## src/rtl/cl_frame_rx.sv

```systemverilog
// Camera Link receiver front end: registers the port pins twice, packs the ten taps
// into one 80-bit word, tags SOF/EOL/EOF and checks frame geometry against N_COL x N_ROW.
module cl_frame_rx #(
    parameter int N_COL   = 20,
    parameter int N_ROW   = 4,
    parameter int COL_W   = 10,
    parameter int ROW_W   = 11,
    parameter int FRAME_W = 20
) (
    input  logic               cl_z_pclk,
    input  logic               reset_n,
    input  logic               cl_fval,
    input  logic               cl_z_lval,
    input  logic [7:0]         cl_port_a,
    input  logic [7:0]         cl_port_b,
    input  logic [7:0]         cl_port_c,
    input  logic [7:0]         cl_port_d,
    input  logic [7:0]         cl_port_e,
    input  logic [7:0]         cl_port_f,
    input  logic [7:0]         cl_port_g,
    input  logic [7:0]         cl_port_h,
    input  logic [7:0]         cl_port_i,
    input  logic [7:0]         cl_port_j,
    input  logic               capture_en,
    input  logic               err_clr,
    input  logic               out_ready,
    output logic               out_valid,
    output logic [79:0]        out_data,
    output logic               out_sof,
    output logic               out_eol,
    output logic               out_eof,
    output logic [FRAME_W-1:0] frame_cnt,
    output logic               err_col,
    output logic               err_row,
    output logic               err_lval,
    output logic               err_ovf
);

    typedef enum logic [1:0] {IDLE, ARMED, FRAME} state_t;

    state_t state_reg, state_next;

    logic [7:0]  tap [10];
    logic [79:0] pin_data;

    assign tap[0] = cl_port_a;
    assign tap[1] = cl_port_b;
    assign tap[2] = cl_port_c;
    assign tap[3] = cl_port_d;
    assign tap[4] = cl_port_e;
    assign tap[5] = cl_port_f;
    assign tap[6] = cl_port_g;
    assign tap[7] = cl_port_h;
    assign tap[8] = cl_port_i;
    assign tap[9] = cl_port_j;

    generate
        for (genvar gi = 0; gi < 10; gi++) begin : g_pack
            assign pin_data[gi*8 +: 8] = tap[gi];
        end
    endgenerate

    logic             s1_fval_reg, s1_lval_reg, s2_fval_reg, s2_lval_reg;
    logic [79:0]      s1_data_reg, s2_data_reg;
    logic [COL_W-1:0] col_reg;
    logic [ROW_W-1:0] row_reg;
    logic             sof_pending_reg;

    // s2 is the older sample, so a falling edge shows up as s2=1, s1=0.
    logic eol_d, eof_d, fval_rise, fval_fall, in_frame, word_due, emit, frame_end;
    logic col_bad, row_bad, lval_bad, ovf_bad;

    assign eol_d     = s2_lval_reg & ~s1_lval_reg;
    assign eof_d     = eol_d & s2_fval_reg & ~s1_fval_reg;
    assign fval_rise = s1_fval_reg & ~s2_fval_reg;
    assign fval_fall = s2_fval_reg & ~s1_fval_reg;
    assign in_frame  = (state_reg == FRAME);
    assign word_due  = in_frame & s2_lval_reg & s2_fval_reg;
    assign emit      = word_due & out_ready;
    assign frame_end = in_frame & fval_fall;

    assign col_bad  = word_due & eol_d & ((col_reg + COL_W'(1)) != COL_W'(N_COL));
    assign row_bad  = frame_end & (~eof_d | ((row_reg + ROW_W'(1)) != ROW_W'(N_ROW)));
    assign lval_bad = s2_lval_reg & ~s2_fval_reg;
    assign ovf_bad  = word_due & ~out_ready;

    always_ff @(posedge cl_z_pclk) begin
        if (!reset_n) begin
            state_reg <= IDLE;
        end else begin
            state_reg <= state_next;
        end
    end

    // A frame already in progress when armed is skipped: arming needs fval low first.
    always_comb begin
        state_next = state_reg;
        case (state_reg)
            IDLE:    if (capture_en && !s1_fval_reg) state_next = ARMED;
            ARMED:   if (fval_rise) state_next = FRAME;
            FRAME:   if (frame_end) state_next = capture_en ? ARMED : IDLE;
            default: state_next = IDLE;
        endcase
    end

    always_ff @(posedge cl_z_pclk) begin
        if (!reset_n) begin
            s1_fval_reg     <= 1'b0;
            s1_lval_reg     <= 1'b0;
            s1_data_reg     <= '0;
            s2_fval_reg     <= 1'b0;
            s2_lval_reg     <= 1'b0;
            s2_data_reg     <= '0;
            col_reg         <= '0;
            row_reg         <= '0;
            sof_pending_reg <= 1'b0;
            out_valid       <= 1'b0;
            out_data        <= '0;
            out_sof         <= 1'b0;
            out_eol         <= 1'b0;
            out_eof         <= 1'b0;
            frame_cnt       <= '0;
            err_col         <= 1'b0;
            err_row         <= 1'b0;
            err_lval        <= 1'b0;
            err_ovf         <= 1'b0;
        end else begin
            s1_fval_reg <= cl_fval;
            s1_lval_reg <= cl_z_lval;
            s1_data_reg <= pin_data;
            s2_fval_reg <= s1_fval_reg;
            s2_lval_reg <= s1_lval_reg;
            s2_data_reg <= s1_data_reg;

            // Dropped words lose their tags but still advance the geometry counters.
            out_valid <= emit;
            out_sof   <= emit & sof_pending_reg;
            out_eol   <= emit & eol_d;
            out_eof   <= emit & eof_d;
            if (emit) out_data <= s2_data_reg;

            if (state_reg == ARMED && fval_rise) begin
                sof_pending_reg <= 1'b1;
                col_reg         <= '0;
                row_reg         <= '0;
            end else if (word_due) begin
                sof_pending_reg <= 1'b0;
                if (eol_d) begin
                    col_reg <= '0;
                    if (row_reg != '1) row_reg <= row_reg + ROW_W'(1);
                end else if (col_reg != '1) begin
                    col_reg <= col_reg + COL_W'(1);
                end
            end

            if (frame_end) frame_cnt <= frame_cnt + FRAME_W'(1);

            // A new error in the same cycle as err_clr keeps its flag set.
            err_col  <= (err_col  & ~err_clr) | col_bad;
            err_row  <= (err_row  & ~err_clr) | row_bad;
            err_lval <= (err_lval & ~err_clr) | lval_bad;
            err_ovf  <= (err_ovf  & ~err_clr) | ovf_bad;
        end
    end

endmodule
```

## config.mk

```make
export PLATFORM = sky130hd
export DESIGN_NAME = cl_frame_rx
export DESIGN_NICKNAME = d
export VERILOG_FILES = /design/src/rtl/cl_frame_rx.sv
export SDC_FILE = /design/constraint.sdc
export NUM_CORES = 1
export LEC_CHECK = 0
export BUFFER_PORTS_ARGS = -buffer_cell sky130_fd_sc_hd__buf_2
export CAP_MARGIN = 5
export CORE_UTILIZATION = 40
export DETAILED_ROUTE_END_ITERATION = 8
export SYNTH_ARGS = -nofsm -noshare
export SYNTH_HDL_FRONTEND = slang
export SYNTH_SLANG_ARGS = --single-unit
```

## constraint.sdc

```tcl
create_clock -name cl_z_pclk -period 2.7 [get_ports cl_z_pclk]
set_clock_uncertainty 0.2 [all_clocks]
set_input_delay 0.27 -clock cl_z_pclk [delete_from_list [all_inputs] [get_ports cl_z_pclk]]
set_output_delay 0.27 -clock cl_z_pclk [all_outputs]
set_load 0.01 [all_outputs]
```

After elaboration in Yosys (flattened, before gate mapping)
Cells that the tools add are included.
Widths: inputs -> output; s select.
- bits of input ports: 87
- bits in registers: 296
- output and inout port bits: 108
- logic and storage cells: 84
- equal/unequal tests: 9
- $add $sub $neg: 3
- reductions and logical operators: 10
- mux-type cells: 9
- bitwise gates (word level): 33
- operators by type and width (operator ; count):
    $and 1x1->1 ; 21
    $add 20x1->20 const B ; 1
    $mux 10 ; 2
    $add 11x1->11 const B ; 1
    $ne 11x11->1 const B ; 1
    $ne 11x3->1 const B ; 1
    $add 10x1->10 const B ; 1
    $ne 10x10->1 const B ; 1
    $ne 10x5->1 const B ; 1
    $not 1->1 ; 7
    $mux 2 ; 3
    $pmux 2 s3 ; 1
    $reduce_and 3->1 ; 2
    $or 1x1->1 ; 5
    $ne 2x2->1 const B ; 2
    $reduce_bool 2->1 ; 2
    $mux 1 ; 3
    $eq 2x1->1 const B ; 1
    $eq 2x2->1 const B ; 1
    $logic_and 1x1->1 ; 2
    $logic_not 2->1 ; 1
    $ne 2x1->1 const B ; 1
    $reduce_and 2->1 ; 1
    $reduce_or 2->1 ; 1
    $logic_not 1->1 ; 1

Depth between registers and ports, before layout
- depth in word-level cells: 8
- gate-level depth with buffers: 8
- depth with buffers taken out: 6

Worst setup path after synthesis
OpenSTA, ideal clock, no wires.
- kind: reg-to-reg
- start point: register col_reg[0]
- end point: register col_reg[4]
- period minus slack after synthesis: 1855 ps
- cell stages (with the launch flop): 7
- path buffers: 0
- arrival time: 1533 ps
- slack: 845 ps
- required time: 2377 ps
- setup time: 123 ps
- path through: dfxtp_1 > ha_1 > nand4_4 > o41ai_4 > nor2_2 > a21oi_1 > nor3_1
- word-level cells in the longest chain between the ends: 3
- elaborated cells between the ends (all ways): 6
- those cells by class: add/sub: 1; eq/ne: 1; mux: 2; reduce/logical: 2
- RTL lines (what ; RTL line ; source):
    start: declaration ; 65 ; logic [COL_W-1:0] col_reg;
    start signal: assignment ; 152 ; col_reg <= col_reg + COL_W'(1);
    $add 10x1->10 / $ne 10x10->1 (equally long branches) ; 152, 151 ;
    $mux 10 / $reduce_bool 2->1 (equally long branches) ; -- ;
    $mux 10 / $reduce_and 2->1 (equally long branches) ; -- ;
Several ways; a longest one is shown, not always the timed one. The select of a mux whose other input is x is not followed.
A chain may end at the register's enable or synchronous reset.

Worst setup path in the final report
- start point: register state_reg[1]
- end point: register out_data[4]
- word-level cells in the longest chain between the ends: 4
- RTL lines (what ; RTL line ; source):
    start: declaration ; 41 ; state_t state_reg, state_next;
    start signal: assignment ; 91 ; state_reg <= state_next;
    $eq 2x2->1 ; 77 ; assign in_frame = (state_reg == FRAME);
    $and 1x1->1 (2 in series) ; 78 ; assign word_due = in_frame & s2_lval_reg & s2_fval_reg;
    $and 1x1->1 ; 79 ; assign emit = word_due & out_ready;
    end signal: assignment ; 140 ; if (emit) out_data <= s2_data_reg;
    end: declaration ; 28 ; output logic [79:0] out_data,
No other way between the ends.

==> results by group <==
Timing
  – Crit share post-route: 0.776
  – Setup total negative slack: 0 ns
  – Final min period: 2.09 ns
  – Final setup viols: 0
  – Fin. max-slew vios: 0
  – Slew headroom: 0.665
  – Final Hold Fails: 0
  – Worst Max-Slew Pin Slew: 0.503 ns
  – RSZ-0062 raised after global routing: false
  – Highest Clock Rate: 0.478 GHz

Drt
  – Starting DRT DRC Count: around 370
  – Wire per inst: around 13 µm
  – Detailed-route DRC error count: 0
  – Routed vias: 7,211
  – Antenna Nets Post-Route: 0
  – Via density: ~4.5
  – Pre-Repair DR Iteration Count: 4
  – Wirelength, routed: 21.2 mm

Synth
  – Synth cell types: 54
  – Yosys warning total: 0
  – Synth Cell Area: 10,000 µm²
  – Seq cells post-synth: between 200 and 300
  – Net Count, Synth: 1,085
  – Seq/Total Area, Yosys: 0.590
  – Ys async rst share: 0
  – Top_reg_cell synth: dfxtp_1
  – Syn Inst Count: 995
  – Post-Synthesis Mean Instance Area: 10.1 µm²
  – Post-synth EDFFs: 0

Floorplan
  – Die X: 160 µm
  – # rows: 57
  – Initial core utilization: 0.411
  – Die height: about 160 µm
  – Core area: 24,500 µm²
  – Ports: 195
  – Die ar.: 25,800 µm²

Place
  – Gpl congestion: 0.805
  – Port Buffers: about 190
  – Post-DP HPWL: 13.0 mm

Pwr
  – Leakage Power: 5.67 nW
  – Peak supply drop: 0.539 mV
  – PwrDens: between 600 and 700 nW/µm²
  – Final Power: a little under 9 mW

Hold path
  – Hold EP: out_data[78]
  – HP Start: s2_data_reg[78]
  – Hold Path Stages: 2
  – Hold WC Path Type: reg2reg

Critical path
  – CP arrival: 2.36 ns
  – Crit path capture type: flop
  – R2R cell count: 6
  – Worst R2R Setup Slack: 0.61 ns
  – Setup crit start kind: flop
  – Crit path max fanout: 36
  – Worst path required time: 2.96 ns
  – RR Endpoint: out_data[4]
  – Crit Reg-Reg Startpoint: state_reg[1]
  – CP Class: reg2reg

GRT
  – Total gr overflow: 0
  – Initial antenna violation count: 0
  – Pin count of the biggest net entering global routing: 105
  – First-pass GRT wire length: 35.2 mm
  – GR Util All Layers: 0.165
  – Vias in the first global route: approximately 7,000

CTS
  – H-tree Lvls: 1
  – Clk sinks: 296
  – Post CTS Setup Buffer Count: 0
  – CTS Buffer Depth: 3
  – Clock latency on the worst-skew pair: 0.55 ns
  – CTS buffer count: 31
  – CTS clk-pin slew, worst paths: around 0.06 ns
  – Clk root buf: clkbuf_16
  – CTS tree: yes

Flow run
  – Max-cap violation count: 0

Status
  – Status: finished, final reports clean

Cells and area
  – Area grow syn2layout: 31.2%
  – Share of layout cells above drive strength 1: 0.215
  – Antenna Diode Count: 0
  – Net count, final: ~1,400
synthesized netlist by cell type, types with 4 or more instances:
cell / number / area, µm²
a21boi_1: 78 / 586
inv_1: 10 / 37.5
xnor2_1: 17 / 149
nand3_1: 17 / 85.1
nor2_1: 18 / 67.6
dfxtp_1: 296 / 5930
nand2_1: 184 / 691
o21ai_0: 9 / 45.0
buf_2: 11 / 55.1
nand4_1: 7 / 43.8
nor3_1: 8 / 40.0
buf_4: 11 / 82.6
a21boi_0: 4 / 30.0
or3_1: 4 / 25.0
and2_1: 190 / 1190
nand2b_1: 4 / 25.0
nor2b_1: 4 / 25.0
and4_1: 5 / 43.8
xor2_1: 14 / 123
a21oi_1: 13 / 65.1
clkbuf_1: 33 / 124
and3_1: 6 / 37.5
a31oi_1: 4 / 25.0
layer usage:
metal | wire (µm) | share of wire | track usage
met5 | 0 | 0 | 0
met4 | 509 | 0.024 | 0.0468
met3 | 884 | 0.042 | 0.0300
met2 | 9960 | 0.47 | 0.280
met1 | 9880 | 0.47 | 0.215
where the power goes:
group / internal (mW) / switching [mW] / leakage [nW] / total (mW)
clock network: 2.34 / 1.70 / 0.495 / 4.04
logic: 0.219 / 0.129 / 2.76 / 0.348
registers: 4.48 / 0.0281 / 2.42 / 4.51
worst max path at each step:
stage	start	endpoint	slack (ns)	cells past startpoint
4_1_cts	state_reg[1]	out_data[4]	0.67	6
6_report	state_reg[1]	out_data[4]	0.61	6
5_1_grt	state_reg[1]	out_data[4]	0.45	6
2_1_floorplan	col_reg[0]	col_reg[4]	0.84	6
3_3_place_gp	state_reg[1]	out_data[5]	0.70	6
3_5_place_dp	state_reg[1]	out_data[4]	0.67	6
metrics by stage:
stage	utilization	hold slack, ns	instances	instance area [µm²]	setup slack [ns]
after floorplan	-	0.197	995	10000	0.845
final	0.539	0.210	1610	13200	0.606
after CTS	0.539	0.211	1610	13200	0.667
after global placement	0.462	0.214	1468	11300	0.695
after detailed placement	0.462	0.217	1468	11300	0.669
after global routing	0.539	0.228	1610	13200	0.449
final cells by class:
class                      instances  area (µm²)
fill                            2178       11300
sequential                       296        5930
timing repair buffer             293        2000
clock inverter                    13        83.8
clock buffer                      41         903
inverter                          10        37.5
multi-input combinational        633        3820
tap                              324         405
kinds of logic after synthesis:
group | after synthesis | synth area share
flops | 296 | 0.590
fa+ha+maj | 3 | 0.00374
simple gates | 471 | 0.255
buf+inv | 66 | 0.0309
mux | 3 | 0.00299
compound gates | 125 | 0.0910
xor+xnor | 31 | 0.0270
worst max-delay path: stages, from the launching register on:
cell and delay [ns]:
dfxtp_1 0.30, buf_4 0.17, and4b_1 0.41, and2_4 0.38
buf_12 0.24, nand2_1 0.08, a21boi_0 0.20
cell usage in the layout, fill, tap and decap left out, drive strengths merged, types with 3 or more instances in the layout:
| cell | Yosys | routed |
|---|---|---|
| a21boi | 82 | 82 |
| a21oi | 13 | 13 |
| a31oi | 4 | 4 |
| and2 | 190 | 190 |
| and3 | 8 | 8 |
| and4 | 5 | 5 |
| buf | 23 | 205 |
| clkbuf | 33 | 41 |
| clkinv | 0 | 8 |
| dfxtp | 296 | 296 |
| dlygate4sd3 | 0 | 88 |
| ha | 3 | 3 |
| inv | 10 | 13 |
| mux2i | 3 | 3 |
| nand2 | 186 | 186 |
| nand2b | 4 | 4 |
| nand3 | 17 | 17 |
| nand4 | 12 | 12 |
| nor2 | 20 | 20 |
| nor2b | 4 | 4 |
| nor3 | 8 | 8 |
| nor4 | 3 | 3 |
| o211a | 3 | 3 |
| o21a | 3 | 3 |
| o21ai | 10 | 10 |
| or3 | 4 | 4 |
| xnor2 | 17 | 17 |
| xor2 | 14 | 14 |
what timing repair did:
item	in CTS	in global routing
hold endpoints to repair	105	0
resized for setup	0	0
hold buffers	88	0
No activity file was read; power rests on OpenSTA's default activity.
